`src/rtl/sensor_poll_sched_pkg.sv`:
```
// Shared types and constants for the two-channel sensor polling scheduler.
// Holds the FSM states, channel ids, ASCII query bytes and default timing.
package sensor_poll_pkg;

    typedef enum logic [2:0] {
        IDLE,
        WAIT_SLOT,
        SEND,
        WAIT_TX,
        LISTEN,
        NEXT
    } poll_state_t;

    localparam logic CH_HR   = 1'b0;
    localparam logic CH_DIST = 1'b1;

    // "HR?" for the heart-rate sensor, "DS?" for the distance sensor
    localparam logic [7:0] CMD [2][3] = '{'{8'h48, 8'h52, 8'h3F},
                                          '{8'h44, 8'h53, 8'h3F}};

    localparam int DEF_POLL_CYCLES    = 2500000;
    localparam int DEF_TIMEOUT_CYCLES = 1000000;
    localparam int DEF_MAX_RETRY      = 2;

    function automatic logic [7:0] cmd_byte(input logic ch, input logic [1:0] idx);
        logic [7:0] b;
        case (idx)
            2'd0:    b = CMD[ch][0];
            2'd1:    b = CMD[ch][1];
            default: b = CMD[ch][2];
        endcase
        return b;
    endfunction

endpackage

```
`src/rtl/sensor_poll_sched_if.sv`:
```
// UART and parser handshake bundle between the scheduler (master) and the
// uart_tx / packet-parser side (slave).
interface sensor_poll_sched_if;
    logic       tx_en;
    logic [7:0] tx_data;
    logic       tx_busy;
    logic       rx_gate;
    logic       rx_sel;
    logic       done_hr;
    logic       done_dist;

    modport master (
        output tx_en, tx_data, rx_gate, rx_sel,
        input  tx_busy, done_hr, done_dist
    );

    modport slave (
        input  tx_en, tx_data, rx_gate, rx_sel,
        output tx_busy, done_hr, done_dist
    );
endinterface

```
`src/rtl/sensor_poll_sched_timer.sv`:
```
// Loadable up-counter with synchronous clear and a terminal-count flag.
// Saturates at LIMIT-1 so a stalled owner never sees a wrapped count.
module poll_timer #(
    parameter  int LIMIT = 16,
    localparam int W     = (LIMIT > 1) ? $clog2(LIMIT) : 1
) (
    input  logic         clk,
    input  logic         rst_n,
    input  logic         clear,
    input  logic         load,
    input  logic [W-1:0] load_val,
    input  logic         run,
    output logic         tc
);
    logic [W-1:0] count;

    assign tc = (count == W'(LIMIT - 1));

    always_ff @(posedge clk or negedge rst_n) begin
        if (!rst_n)
            count <= '0;
        else if (clear)
            count <= '0;
        else if (load)
            count <= load_val;
        else if (run && !tc)
            count <= count + 1'b1;
    end
endmodule

```
`src/rtl/sensor_poll_sched.sv`:
```
// Shares one UART between the heart-rate and distance sensors: alternately sends
// each channel's 3-byte query, gates RX to its parser, and retries on timeout.
module sensor_poll_sched
    import sensor_poll_pkg::*;
#(
    parameter int POLL_CYCLES    = DEF_POLL_CYCLES,
    parameter int TIMEOUT_CYCLES = DEF_TIMEOUT_CYCLES,
    parameter int MAX_RETRY      = DEF_MAX_RETRY
) (
    input  logic                       clk,
    input  logic                       rst_n,
    input  logic                       en,
    sensor_poll_sched_if.master        bus,
    output logic                       hr_fault,
    output logic                       dist_fault,
    output logic                       active_ch
);
    localparam int RW = (MAX_RETRY > 0) ? $clog2(MAX_RETRY + 1) : 1;

    poll_state_t   state, state_next;
    logic          ch, ch_next;
    logic [1:0]    idx, idx_next;
    logic [RW-1:0] retry, retry_next;
    logic          hr_fault_next, dist_fault_next;
    logic          busy_r, rx_sel_q;
    logic          slot_tc, to_tc;
    logic          tx_fall, done_match;

    assign tx_fall    = busy_r & ~bus.tx_busy;
    assign done_match = (ch == CH_DIST) ? bus.done_dist : bus.done_hr;
    assign bus.rx_sel = rx_sel_q;

    // Both timers are held at zero outside their own state, so every entry starts a fresh count
    poll_timer #(.LIMIT(POLL_CYCLES)) u_slot_timer (
        .clk      (clk),
        .rst_n    (rst_n),
        .clear    (state != WAIT_SLOT),
        .load     (1'b0),
        .load_val ('0),
        .run      (state == WAIT_SLOT),
        .tc       (slot_tc)
    );

    poll_timer #(.LIMIT(TIMEOUT_CYCLES)) u_timeout_timer (
        .clk      (clk),
        .rst_n    (rst_n),
        .clear    (state != LISTEN),
        .load     (1'b0),
        .load_val ('0),
        .run      (state == LISTEN),
        .tc       (to_tc)
    );

    always_ff @(posedge clk or negedge rst_n) begin
        if (!rst_n) begin
            state      <= IDLE;
            ch         <= CH_HR;
            idx        <= '0;
            retry      <= '0;
            busy_r     <= 1'b0;
            rx_sel_q   <= 1'b0;
            hr_fault   <= 1'b0;
            dist_fault <= 1'b0;
            active_ch  <= 1'b0;
        end else begin
            state      <= state_next;
            ch         <= ch_next;
            idx        <= idx_next;
            retry      <= retry_next;
            busy_r     <= bus.tx_busy;
            hr_fault   <= hr_fault_next;
            dist_fault <= dist_fault_next;
            active_ch  <= ch_next;
            if (state == WAIT_TX && state_next == LISTEN)
                rx_sel_q <= ch;
        end
    end

    always_comb begin
        state_next      = state;
        ch_next         = ch;
        idx_next        = idx;
        retry_next      = retry;
        hr_fault_next   = hr_fault;
        dist_fault_next = dist_fault;
        bus.tx_en       = 1'b0;
        bus.tx_data     = 8'h00;
        bus.rx_gate     = 1'b0;

        case (state)
            IDLE: begin
                if (en)
                    state_next = WAIT_SLOT;
            end
            WAIT_SLOT: begin
                if (!en)
                    state_next = IDLE;
                else if (slot_tc) begin
                    idx_next   = '0;
                    state_next = SEND;
                end
            end
            SEND: begin
                if (!bus.tx_busy) begin
                    bus.tx_en   = 1'b1;
                    bus.tx_data = cmd_byte(ch, idx);
                    state_next  = WAIT_TX;
                end
            end
            WAIT_TX: begin
                if (tx_fall) begin
                    if (idx == 2'd2)
                        state_next = LISTEN;
                    else begin
                        idx_next   = idx + 2'd1;
                        state_next = SEND;
                    end
                end
            end
            LISTEN: begin
                bus.rx_gate = 1'b1;
                // A reply landing on the timeout's last cycle still counts as a success
                if (done_match) begin
                    if (ch == CH_HR) hr_fault_next = 1'b0;
                    else             dist_fault_next = 1'b0;
                    retry_next = '0;
                    state_next = NEXT;
                end else if (to_tc) begin
                    if (retry < RW'(MAX_RETRY)) begin
                        retry_next = retry + 1'b1;
                        idx_next   = '0;
                        state_next = SEND;
                    end else begin
                        if (ch == CH_HR) hr_fault_next = 1'b1;
                        else             dist_fault_next = 1'b1;
                        retry_next = '0;
                        state_next = NEXT;
                    end
                end
            end
            NEXT: begin
                ch_next    = ~ch;
                state_next = en ? WAIT_SLOT : IDLE;
            end
            default: state_next = IDLE;
        endcase
    end
endmodule
```
`src/flat_wrapper.sv`:
```
// flat-port wrapper written by rule: the top's interface ports become plain ports
module sensor_poll_sched_flat import sensor_poll_pkg::*;
#(
    parameter int POLL_CYCLES    = DEF_POLL_CYCLES,
    parameter int TIMEOUT_CYCLES = DEF_TIMEOUT_CYCLES,
    parameter int MAX_RETRY      = DEF_MAX_RETRY
)
  (clk, rst_n, en, hr_fault, dist_fault, active_ch, bus_tx_en, bus_tx_data, bus_rx_gate, bus_rx_sel, bus_tx_busy, bus_done_hr, bus_done_dist);
  sensor_poll_sched_if bus_i ();
  input  logic clk;
  input  logic rst_n;
  input  logic en;
  output logic hr_fault;
  output logic dist_fault;
  output logic active_ch;
  output wire logic [$bits(bus_i.tx_en)-1:0] bus_tx_en;
  output wire logic [$bits(bus_i.tx_data)-1:0] bus_tx_data;
  output wire logic [$bits(bus_i.rx_gate)-1:0] bus_rx_gate;
  output wire logic [$bits(bus_i.rx_sel)-1:0] bus_rx_sel;
  input wire logic [$bits(bus_i.tx_busy)-1:0] bus_tx_busy;
  input wire logic [$bits(bus_i.done_hr)-1:0] bus_done_hr;
  input wire logic [$bits(bus_i.done_dist)-1:0] bus_done_dist;
  assign bus_tx_en = bus_i.tx_en;
  assign bus_tx_data = bus_i.tx_data;
  assign bus_rx_gate = bus_i.rx_gate;
  assign bus_rx_sel = bus_i.rx_sel;
  assign bus_i.tx_busy = bus_tx_busy;
  assign bus_i.done_hr = bus_done_hr;
  assign bus_i.done_dist = bus_done_dist;
  sensor_poll_sched #(.POLL_CYCLES(POLL_CYCLES), .TIMEOUT_CYCLES(TIMEOUT_CYCLES), .MAX_RETRY(MAX_RETRY)) u_core (.clk(clk), .rst_n(rst_n), .en(en), .bus(bus_i), .hr_fault(hr_fault), .dist_fault(dist_fault), .active_ch(active_ch));
endmodule
```
`config.mk`:
```
export PLATFORM = sky130hd
export DESIGN_NAME = sensor_poll_sched_flat
export DESIGN_NICKNAME = d
export VERILOG_FILES = /design/src/rtl/sensor_poll_sched_pkg.sv /design/src/rtl/sensor_poll_sched_if.sv /design/src/rtl/sensor_poll_sched_timer.sv /design/src/rtl/sensor_poll_sched.sv /design/src/flat_wrapper.sv
export SDC_FILE = /design/constraint.sdc
export NUM_CORES = 1
export LEC_CHECK = 0
export CAP_MARGIN = 10
export CORE_UTILIZATION = 50
export CTS_BUF_LIST = sky130_fd_sc_hd__clkbuf_4 sky130_fd_sc_hd__clkbuf_8
export CTS_CLUSTER_SIZE = 28
export DETAILED_ROUTE_END_ITERATION = 8
export PLACE_DENSITY_LB_ADDON = 0.15
export SLEW_MARGIN = 20
export SYNTH_ARGS = -nofsm -noshare
export SYNTH_HDL_FRONTEND = slang
export SYNTH_SLANG_ARGS = --single-unit
```
`constraint.sdc`:
```
create_clock -name clk -period 3.3 [get_ports clk]
set_input_delay 0.33 -clock clk [delete_from_list [all_inputs] [get_ports clk]]
set_output_delay 0.33 -clock clk [all_outputs]
set_load 0.005 [all_outputs]
```
Word-level counts from Yosys, hierarchy flattened
Cells that the tools add are included.
{"block": "totals", "register_bits": 54, "in_bits": 6, "output_inout_bits": 14, "wordCells": 101}
{"block": "classes", "n_addsub": 4, "order_cmp": 2, "n_eq_ne": 20, "muxes": 46, "n_bitwise": 4, "reduce_logical": 15}
{"operator": "two-way mux 20 bit", "count": 3}
{"operator": "two-way mux 24 bit", "count": 2}
{"operator": "two-way mux 22 bit", "count": 2}
{"operator": "two-way mux 3 bit", "count": 9}
{"operator": "adder 22 x 1 -> 22 bit, second input constant", "count": 1}
{"operator": "equality test 22 bit, second input constant", "count": 1}
{"operator": "adder 20 x 1 -> 20 bit, second input constant", "count": 1}
{"operator": "equality test 20 bit, second input constant", "count": 1}
{"operator": "two-way mux 2 bit", "count": 10}
{"operator": "one-hot mux 3 bit (6 select lines)", "count": 1}
{"operator": "two-way mux 8 bit", "count": 2}
{"operator": "one-hot mux 8 bit (2 select lines)", "count": 1}
{"operator": "two-way mux 1 bit", "count": 15}
{"operator": "inequality test 2 x 1 -> 1 bit, second input constant", "count": 5}
{"operator": "equality test 3 bit, second input constant", "count": 3}
{"operator": "AND reduction 4 bit", "count": 2}
{"operator": "AND reduction 8 bit", "count": 1}
{"operator": "equality test 3 x 2 -> 1 bit, second input constant", "count": 2}
{"operator": "inequality test 2 bit, second input constant", "count": 3}
{"operator": "one-hot mux 2 bit (3 select lines)", "count": 1}
{"operator": "nonzero test 2 bit", "count": 3}
{"operator": "adder 2 x 1 -> 2 bit, second input constant", "count": 2}
{"operator": "equality test 3 x 1 -> 1 bit, second input constant", "count": 1}
{"operator": "logical AND 1 bit", "count": 3}
{"operator": "other kinds (14)", "count": 16}

Depth between registers and ports, before layout
Gate-level depths: netlist of the first run.
{"block": "depth", "depth_word": 7, "depth_mapped": 7, "ltp_nobuf": 6}

By module
A second synthesis of the first run with hierarchy kept.
{"block": "hier_totals", "cells_unflattened": 411, "area_unflattened_um2": 3538.4}
{"mod": "poll_timer at u_core.u_slot_timer", "instances": 1, "cells_per_inst": 160, "area_each_um2": 1443.9, "seq_area_each_um2": 550.5}
{"mod": "poll_timer at u_core.u_timeout_timer", "instances": 1, "cells_per_inst": 172, "area_each_um2": 1343.8, "seq_area_each_um2": 500.5}
{"mod": "sensor_poll_sched", "instances": 1, "cells_per_inst": 79, "area_each_um2": 750.7, "seq_area_each_um2": 300.3}

Worst setup path after synthesis of the first run
OpenSTA, ideal clock, no wires.
{"block": "synth_timing", "path_type": "register to register", "from": "reg u_core.active_ch (netlist name)", "to": "reg u_core.idx[1]", "setup_time_ps": 127, "arrival_ps": 1747, "t_required_ps": 3173, "setup_slack_ps": 1426, "stages_incl_launch_ff": 7, "path_buffers": 1, "period_less_slack_ps": 1874, "path_cell_list": "dfrtp_1 buf_6 mux2_1 or2_1 o31ai_2 o211a_1 mux2_1"}
{"item": "end signal, assigned", "line": "sensor_poll_sched.sv:68", "text": "idx <= idx_next;"}
{"item": "end, declared", "line": "sensor_poll_sched.sv:22", "text": "logic [1:0] idx, idx_next;"}

Final worst setup path of the first run
{"block": "layout_timing", "from": "reg u_core.state[2]", "to": "out bus_rx_gate"}
{"block": "layout_between", "elab_chain_cells": 2}
{"item": "start, declared", "line": "sensor_poll_sched.sv:20", "text": "poll_state_t state, state_next;"}
{"item": "start signal, assigned", "line": "sensor_poll_sched.sv:66", "text": "state <= state_next;"}
{"item": "equality test 3 bit", "line": "sensor_poll_sched.sv:90", "text": "case (state)"}
{"item": "two-way mux 1 bit", "line": "sensor_poll_sched.sv:90"}
{"item": "end, declared", "line": "flat_wrapper.sv:18", "text": "output wire logic [$bits(bus_i.rx_gate)-1:0] bus_rx_gate;"}
No other way between the ends.

==> results list, run 1 <==
* Ratio of final minimum period to clock period: between 80% and 90%
- The critical path in this run is classified as reg -> out.
* Commonest cells after routing, fill and taps aside: sky130_fd_sc_hd__dfrtp_1 (54), sky130_fd_sc_hd__nor2_1 (43), sky130_fd_sc_hd__nand2_1 (20), sky130_fd_sc_hd__xor2_1 (20), sky130_fd_sc_hd__clkdlybuf4s50_1 (17)
* Post-layout minimum cycle time: 2.686 ns
- After detailed routing, the number of vias per cell comes to 5.773.
* Vias in the first global route: ~2200
- Global routing used between 20% and 30% of the available tracks.
* Count of vias placed by the detailed router: between 2000 and 2500
* Leak: around 0.0013 uW
- Across the routed clock network, the largest skew measured is 0.01563 ns.
- In this run the worst path has a maximum fanout of 21.
* Share of flip-flops with an asynchronous set or reset after synthesis: 100.0%
* Launch point of the worst reg-to-reg path: u_core.u_timeout_timer.count[0]
- The detail route stage leaves a number of antenna-violating nets equal to 0.
* Maximum number of pins on one net before global-route repair: 34
- In this run the power density over the cells is ~340 nW/um^2.
* Top routing layer used: met4
- The endpoint identified for the worst register-to-register timing path is u_core.idx[1].
* Register bit count reported by yosys: 54
* Number of flops mapped to enable cells by yosys: 0
- The clock passes through at most 2 buffers.
- Final setup fails: 0
- TritonCTS clock tree: done
- STA classifies the critical path startpoint as a flip-flop.
- P_sw: 246.4 uW
* Number of nets in the synthesized netlist: 320
* Endpoint class of the critical path: primary output
- Maximum ir drop on the vdd rail: about 210 uV
- For this block, the routed nets add up to ~5600 um of wire.
* Worst setup margin: 0.6137 ns
- Commonest non-fill, non-tap cell in the layout: sky130_fd_sc_hd__dfrtp_1
- STA puts the critical path data arrival time at 2.36 ns.
- Clock Sinks: between 50 and 60
- Combinational cells account for around 4.1% of the total power.
* Antenna violations before repair: 0
- In the routed design, unresolved DRC markers number 0.
- The clock tree synthesis step divided the H-tree into 2 levels.
* Max-Cap Viols: 0
* Effective utilization at floorplan: 52.28%
- Setup TNS Final: 0 ns
* Post-CTS sizing: 0
* Clock insertion delay at the later pin of the skew report: ~0.31 ns
- I/O Buffers: 18
- The final hold violation count came to 0.
* Synthesized area per cell: roughly 9.4 sq um
- For this block, the initial DRC count from the detailed router was 95.
- Measured slew at the worst slew-check pin: around 0.73 ns
* Root buffer cell: sky130_fd_sc_hd__clkbuf_8
* Wire length of the first global-routing pass: 10090 um
- Fraction of layout cells with a size suffix above 1: 5.846%
- TritonCTS buffer count: 5
- Maximum clock frequency: around 0.37 GHz
* Die W: around 80 um
* Cells after Synth: 309
- Switching fraction of total power: between 20 and 25%
* Required arrival time at the worst endpoint: about 3.0 ns
- Portion of total power attributed to sequential cells: 61.2%
* Die Y-Extent: between 70 and 80 um
- Sequential elements use between 40% and 50% of the synthesized area.
- Part of the power in the clock network: between 30% and 40%
* Area added between synthesis and finish: 10.52%
- RSZ-0062 raised after global routing: no
- Core footprint: 5574 sq um
- P_int: approximately 850 uW
- Metal3 WL: approximately 110 um
* Standard-cell row count: 27
* Yosys synthesis warning count: 0
- Final Net Count: around 340
* Top_reg_cell synth: sky130_fd_sc_hd__dfrtp_1
* CTS Hold Buffers Added: 0
- Global placement routability congestion: between 0.8 and 0.9
- Slack of the worst reg-to-reg path: ~1.1 ns
- Count of inserted antenna diode cells: 0
- Measured in cells, the most critical reg-to-reg path has a length of 6.
- Post-CTS setup-driven buffer insertion count: 0
* Synth unique cells: between 50 and 60
- The synthesized netlist occupies a cell area of 2914 sq um.
- After clock tree synthesis, the clock-pin slew on the worst setup and hold paths is around 0.10 ns.
* Mean routed wirelength per cell: ~14 um
- Number of I/O pins: 20
- Summed over all layers, the global routing overflow is 0.
- Met2 wirelength from detailed routing: ~2500 um
- The die covers 6137 sq um.
- Type of the most critical hold path: in -> async
* Relative slew slack: slightly above 50%
- Setup WS pre-CTS: around 0.9 ns
- Count of final max-slew check failures: 0
- Met1 wire length: 2808 um
- The HPWL after detailed placement is just under 4000 um.
- For this run, the detailed router's first-pass iteration total came to 4.
- Outcome: finished, final reports clean
## layout make-up
class	count	area [sq um]
Inverter	11	41.29
Tap cell	72	90.09
Timing Repair Buffer	19	182.7
Fill cell	506	2354
Clock buffer	6	82.58
Multi-Input combinational cell	233	1460
Sequential cell	54	1351
Clock inverter	2	12.51
## logic make-up (layout without fill, tap and decap cells)
logic type | count (synthesis) | after routing | synth area share, %
and+or+nand+nor | 140 | 140 | 26.19
DFF | 54 | 54 | 46.37
AOI/OAI and AO/OA | 53 | 53 | 11.08
xor gates and xnor gates | 29 | 29 | 8.716
buffers and inverters | 22 | 38 | 3.521
adders and majority gates | 5 | 5 | 2.147
muxes | 5 | 5 | 1.846
other | 1 | 1 | 0.1287
## worst max-delay path, stage by stage (launching register included)
cell and delay [ns]:
sky130_fd_sc_hd__dfrtp_1 0.52, sky130_fd_sc_hd__or3b_1 0.71, sky130_fd_sc_hd__inv_2 0.28, sky130_fd_sc_hd__clkdlybuf4s50_1 0.53
## Yosys cell counts, types with 2 or more instances
cell type	instances	area, sq um
sky130_fd_sc_hd__a21oi_1	15	75.07
sky130_fd_sc_hd__a31oi_1	5	31.28
sky130_fd_sc_hd__a41oi_1	2	17.52
sky130_fd_sc_hd__and3_1	7	43.79
sky130_fd_sc_hd__and4_1	7	61.31
sky130_fd_sc_hd__buf_2	4	20.02
sky130_fd_sc_hd__buf_4	2	15.01
sky130_fd_sc_hd__clkbuf_1	4	15.01
sky130_fd_sc_hd__dfrtp_1	54	1351
sky130_fd_sc_hd__ha_1	5	62.56
sky130_fd_sc_hd__inv_1	10	37.54
sky130_fd_sc_hd__mux2_1	2	22.52
sky130_fd_sc_hd__mux2i_1	2	20.02
sky130_fd_sc_hd__nand2_1	20	75.07
sky130_fd_sc_hd__nand2b_1	2	12.51
sky130_fd_sc_hd__nand3_1	13	65.06
sky130_fd_sc_hd__nand4_1	12	75.07
sky130_fd_sc_hd__nor2_1	43	161.4
sky130_fd_sc_hd__nor3_1	9	45.04
sky130_fd_sc_hd__nor4_1	3	18.77
sky130_fd_sc_hd__nor4_2	2	25.02
sky130_fd_sc_hd__o211ai_1	3	22.52
sky130_fd_sc_hd__o21ai_0	15	75.07
sky130_fd_sc_hd__o21ai_1	4	20.02
sky130_fd_sc_hd__o31ai_1	2	15.01
sky130_fd_sc_hd__or2_1	3	18.77
sky130_fd_sc_hd__or3_1	7	43.79
sky130_fd_sc_hd__xnor2_1	9	78.83
sky130_fd_sc_hd__xor2_1	20	175.2
## power by group through the flow
stage	Sequential, uW	Combinational, uW	Clock [uW]
2_1_floorplan	684	21.3	0
3_5_place_dp	685	45.9	0
5_1_grt	673	52.2	423
4_1_cts	672	45.8	402
3_3_place_gp	685	45.2	0
6_report	672	44.5	381
## sequential cells by signal, indices dropped and copies added, names as in the netlist
register	count
u_core.active_ch	1
u_core.bus.rx_sel	1
u_core.busy_r	1
u_core.dist_fault	1
u_core.hr_fault	1
u_core.idx	2
u_core.retry	2
u_core.state	3
u_core.u_slot_timer.count	22
u_core.u_timeout_timer.count	20
## routing by layer
| metal | track usage (%) | up-vias |
|---|---|---|
| met5 | 0 | - |
| met4 | 8.148 | 0 |
| met3 | 3.953 | 9 |
| met2 | 32.89 | 19 |
| met1 | 27.74 | 1133 |
| li1 | - | 1131 |
## how the worst max path moves through the flow
stage,startpoint,to,slack [ns],cells past startpoint
floorplan,u_core.active_ch,u_core.idx[1],1.43,6
global placement,bus_tx_busy,bus_tx_data[2],0.95,6
detailed placement,bus_tx_busy,bus_tx_data[2],0.90,6
CTS,u_core.state[2],bus_rx_gate,0.60,3
global route,u_core.state[2],bus_tx_data[2],0.49,6
finish,u_core.state[2],bus_rx_gate,0.61,3
## metrics by stage
stage	utilization, %	instance area [sq um]	power (uW)	hold slack, ns	cells
floorplan	-	2914	704.9	0.03441	309
global placement	56.07	3126	729.7	0.4329	389
detailed placement	56.07	3126	730.4	0.4364	389
CTS	57.78	3221	1119	0.08376	397
global route	57.78	3221	1148	0.1279	397
finish	57.78	3221	1097	0.06729	397
(Power assumes the default switching activity.)
==> run 2, diff against run 1 <==
- clock period: 3.3 -> 2.5 ns (I/O delays scaled with it)
==> results list, run 2 (synthesized netlist as in run 1, its figures left out) <==
* Measured slew at the worst slew-check pin: around 0.66 ns
- PD cells: roughly 440 nW/um^2
- Largest registers ranked by flip-flop count: u_core.u_slot_timer.count (22), u_core.u_timeout_timer.count (20), u_core.state (3)
* CTS clock-pin slew for the worst setup and hold paths: around 0.10 ns
* GRT Total Usage: a little over a fifth
- Maximum number of pins on one net before global-route repair: 30
- P_int: around 1100 uW
- Clock Sinks: 54
- Outcome: finished, final reports clean
- From synthesis to final layout, the design area changed by 13.10%.
- Die W: 78.34 um
- Type of the setup path with the least slack: reg -> out
* Post-layout minimum cycle time: 2.287 ns
- Setup repair after global routing left no endpoint under its margin.
* Part of the power in the clock network: 34.8%
- Vias in the first global route: 2222
* Switching fraction of total power: 24.03%
- The floorplan has 27 rows.
- The H-tree was split into 2 levels.
- Drt via density: around 5.7
* Commonest non-fill, non-tap cell in the layout: sky130_fd_sc_hd__dfrtp_1
* Maximum net fanout on the critical path: 8
- Post-Route Skew: around 0.018 ns
* Post-DRT Antenna Nets: 0
* Count of vias placed by the detailed router: 2301
* Mean routed wirelength per cell: between 10 and 15 um
* Setup WS pre-CTS: 0.2682 ns
* Violation count after the first detailed-routing iteration: between 100 and 150
- The first TritonRoute pass finished after 4 iterations.
- Largest reg by FF count: u_core.u_slot_timer.count
- Antenna violations before repair: 0
- The register with the most flip-flops in the layout has 22 of them.
- The worst hold path belongs to the class in -> reg.
- In this run the cell area measured after placement is around 3200 sq um.
- Arrival time at the worst endpoint: 2.04 ns
- The core region is ~5600 sq um.
* Count of final max-slew check failures: 0
- The sequential cells in the finished layout cover a total of about 1400 sq um.
- Fraction of layout cells with a size suffix above 1: 8.108%
- In the final timing run, aggregate negative setup slack is 0 ns.
* Wire length of the first global-routing pass: 10230 um
- The analysis attributes to cell leakage a power of between 0.001 and 0.0015 uW.
- The worst path uses 91.46% of the clock period.
- In this run the tool buffered the top-level ports with 18 buffer cells.
* Startpoint type of the worst setup path: flip-flop
* Relative slew slack: between 50% and 60%
* Design area: 3296 sq um
* Clock insertion delay at the later pin of the skew report: 0.32 ns
* Final setup fails: 0
- Count of inserted antenna diode cells: 0
- Drc violations: 0
* Count of final hold-check violations: 0
- Combinational share of power: roughly 4.3%
* Required arrival time at the worst endpoint: between 2 and 2.5 ns
- Total congestion overflow after global routing: 0
* Maximum ir drop on the vdd rail: 224.0 uV
- Area of the multi-input gates: 1460 sq um
- Across all setup checks in the final design, the least slack found is 0.2135 ns.
- For this run, the post-layout net count is around 340.
* P_sw: 349.9 uW
- In this run the post-CTS setup repair buffer count came out at 0.
- The worst setup path is captured at a primary output.
* Root buffer cell: sky130_fd_sc_hd__clkbuf_8
- TritonCTS buffer count: 5
- Effective utilization at floorplan: 52.28%
- Fill cells in the final layout number 488.
* Number of I/O pins: 20
* Portion of total power attributed to sequential cells: 60.9%
* Commonest cells after routing, fill and taps aside: sky130_fd_sc_hd__dfrtp_1 (53), sky130_fd_sc_hd__nor2_1 (43), sky130_fd_sc_hd__nand2_1 (20), sky130_fd_sc_hd__xor2_1 (20), sky130_fd_sc_hd__clkdlybuf4s50_1 (17)
- The HPWL after detailed placement is approximately 4000 um.
* Die Y-Extent: between 70 and 80 um
- Total length of routed wires: about 5700 um
- Max-Cap Viols: 0
- In this run the deepest clock path goes through 2 buffers.
* Die ar.: 6137 sq um
- Maximum clock frequency: around 0.44 GHz
* TritonCTS clock tree: done
- The congestion estimate from routability-driven global placement came to ~0.77.
run 2: cell types whose count changed in the layout (fill, tap and decap cells not counted):
cell | previous run | this run
sky130_fd_sc_hd__dlygate4sd3_1 | 0 | 1
sky130_fd_sc_hd__clkinv_4 | 0 | 1
sky130_fd_sc_hd__inv_6 | 0 | 1
sky130_fd_sc_hd__dfrtp_2 | 0 | 1
sky130_fd_sc_hd__clkinv_2 | 1 | 0
sky130_fd_sc_hd__dfrtp_1 | 54 | 53
sky130_fd_sc_hd__buf_4 | 1 | 7
sky130_fd_sc_hd__buf_12 | 0 | 1
sky130_fd_sc_hd__clkbuf_8 | 6 | 5
run 2: final timing paths:
check / start / end / slack, ns / cells past startpoint
worst max-delay path: u_core.state[0] / bus_tx_data[3] / 0.21 / 5
worst min-delay path: bus_tx_busy / u_core.busy_r / 0.46 / 1
worst max register to register: u_core.u_slot_timer.count[0] / u_core.state[0] / 0.46 / 6
worst min register to register: u_core.retry[0] / u_core.retry[1] / 0.51 / 1
max in group asynchronous: rst_n / u_core.u_slot_timer.count[11] / 1.45 / 3
min in group asynchronous: rst_n / u_core.u_timeout_timer.count[18] / 0.47 / 2
run 2: critical path: stages, from the launching register on:
cell	delay, ns
sky130_fd_sc_hd__dfrtp_1	0.47
sky130_fd_sc_hd__or3_1	0.45
sky130_fd_sc_hd__inv_1	0.09
sky130_fd_sc_hd__o21ai_1	0.08
sky130_fd_sc_hd__a21oi_1	0.12
sky130_fd_sc_hd__clkdlybuf4s50_1	0.52
run 2: area by class of cell:
| cell class | count | share of cell area (%) |
|---|---|---|
| inverter | 11 | 1.253 |
| clock buffer | 5 | 2.088 |
| timing repair buffer | 27 | 7.821 |
| sequential | 54 | 41.04 |
| tap | 72 | 2.733 |
| multi-input combinational | 233 | 44.31 |
| clock inverter | 3 | 0.7593 |
run 2: per-stage QoR:
| stage | instances | util (%) | total power, uW | hold slack, ns |
|---|---|---|---|---|
| floorplan | 309 | - | 930.5 | -0.04559 |
| global placement | 396 | 57.24 | 965.6 | 0.2919 |
| detailed placement | 396 | 57.24 | 966.7 | 0.3057 |
| CTS | 405 | 59.10 | 1477 | 0.4509 |
| global route | 405 | 59.12 | 1512 | 0.4792 |
| finish | 405 | 59.12 | 1456 | 0.4624 |
run 2: what timing repair did:
action / in CTS / in global routing
hold endpoints to repair: 25 / 0
hold buffers: 1 / 0
endpoints found under the setup margin: 0 / 1
resized for setup: 0 / 1
run 2: power groups by stage:
stage / combinational (uW) / clock (uW) / sequential (uW)
final: 62.2 / 507 / 887
after global routing: 72.3 / 552 / 888
after CTS: 63.9 / 526 / 887
after detailed placement: 62.8 / 0 / 904
after global placement: 61.9 / 0 / 904
after floorplan: 28.1 / 0 / 902
run 2: per-layer routing:
metal  share of wire (%)  global-route usage, %  vias to the layer above
li1                    -                      -                     1144
met1                  48                  27.70                     1132
met2                  49                  34.56                       21
met3                 1.7                  3.140                        4
met4                0.85                  7.222                        0
met5                   0                      0                        -
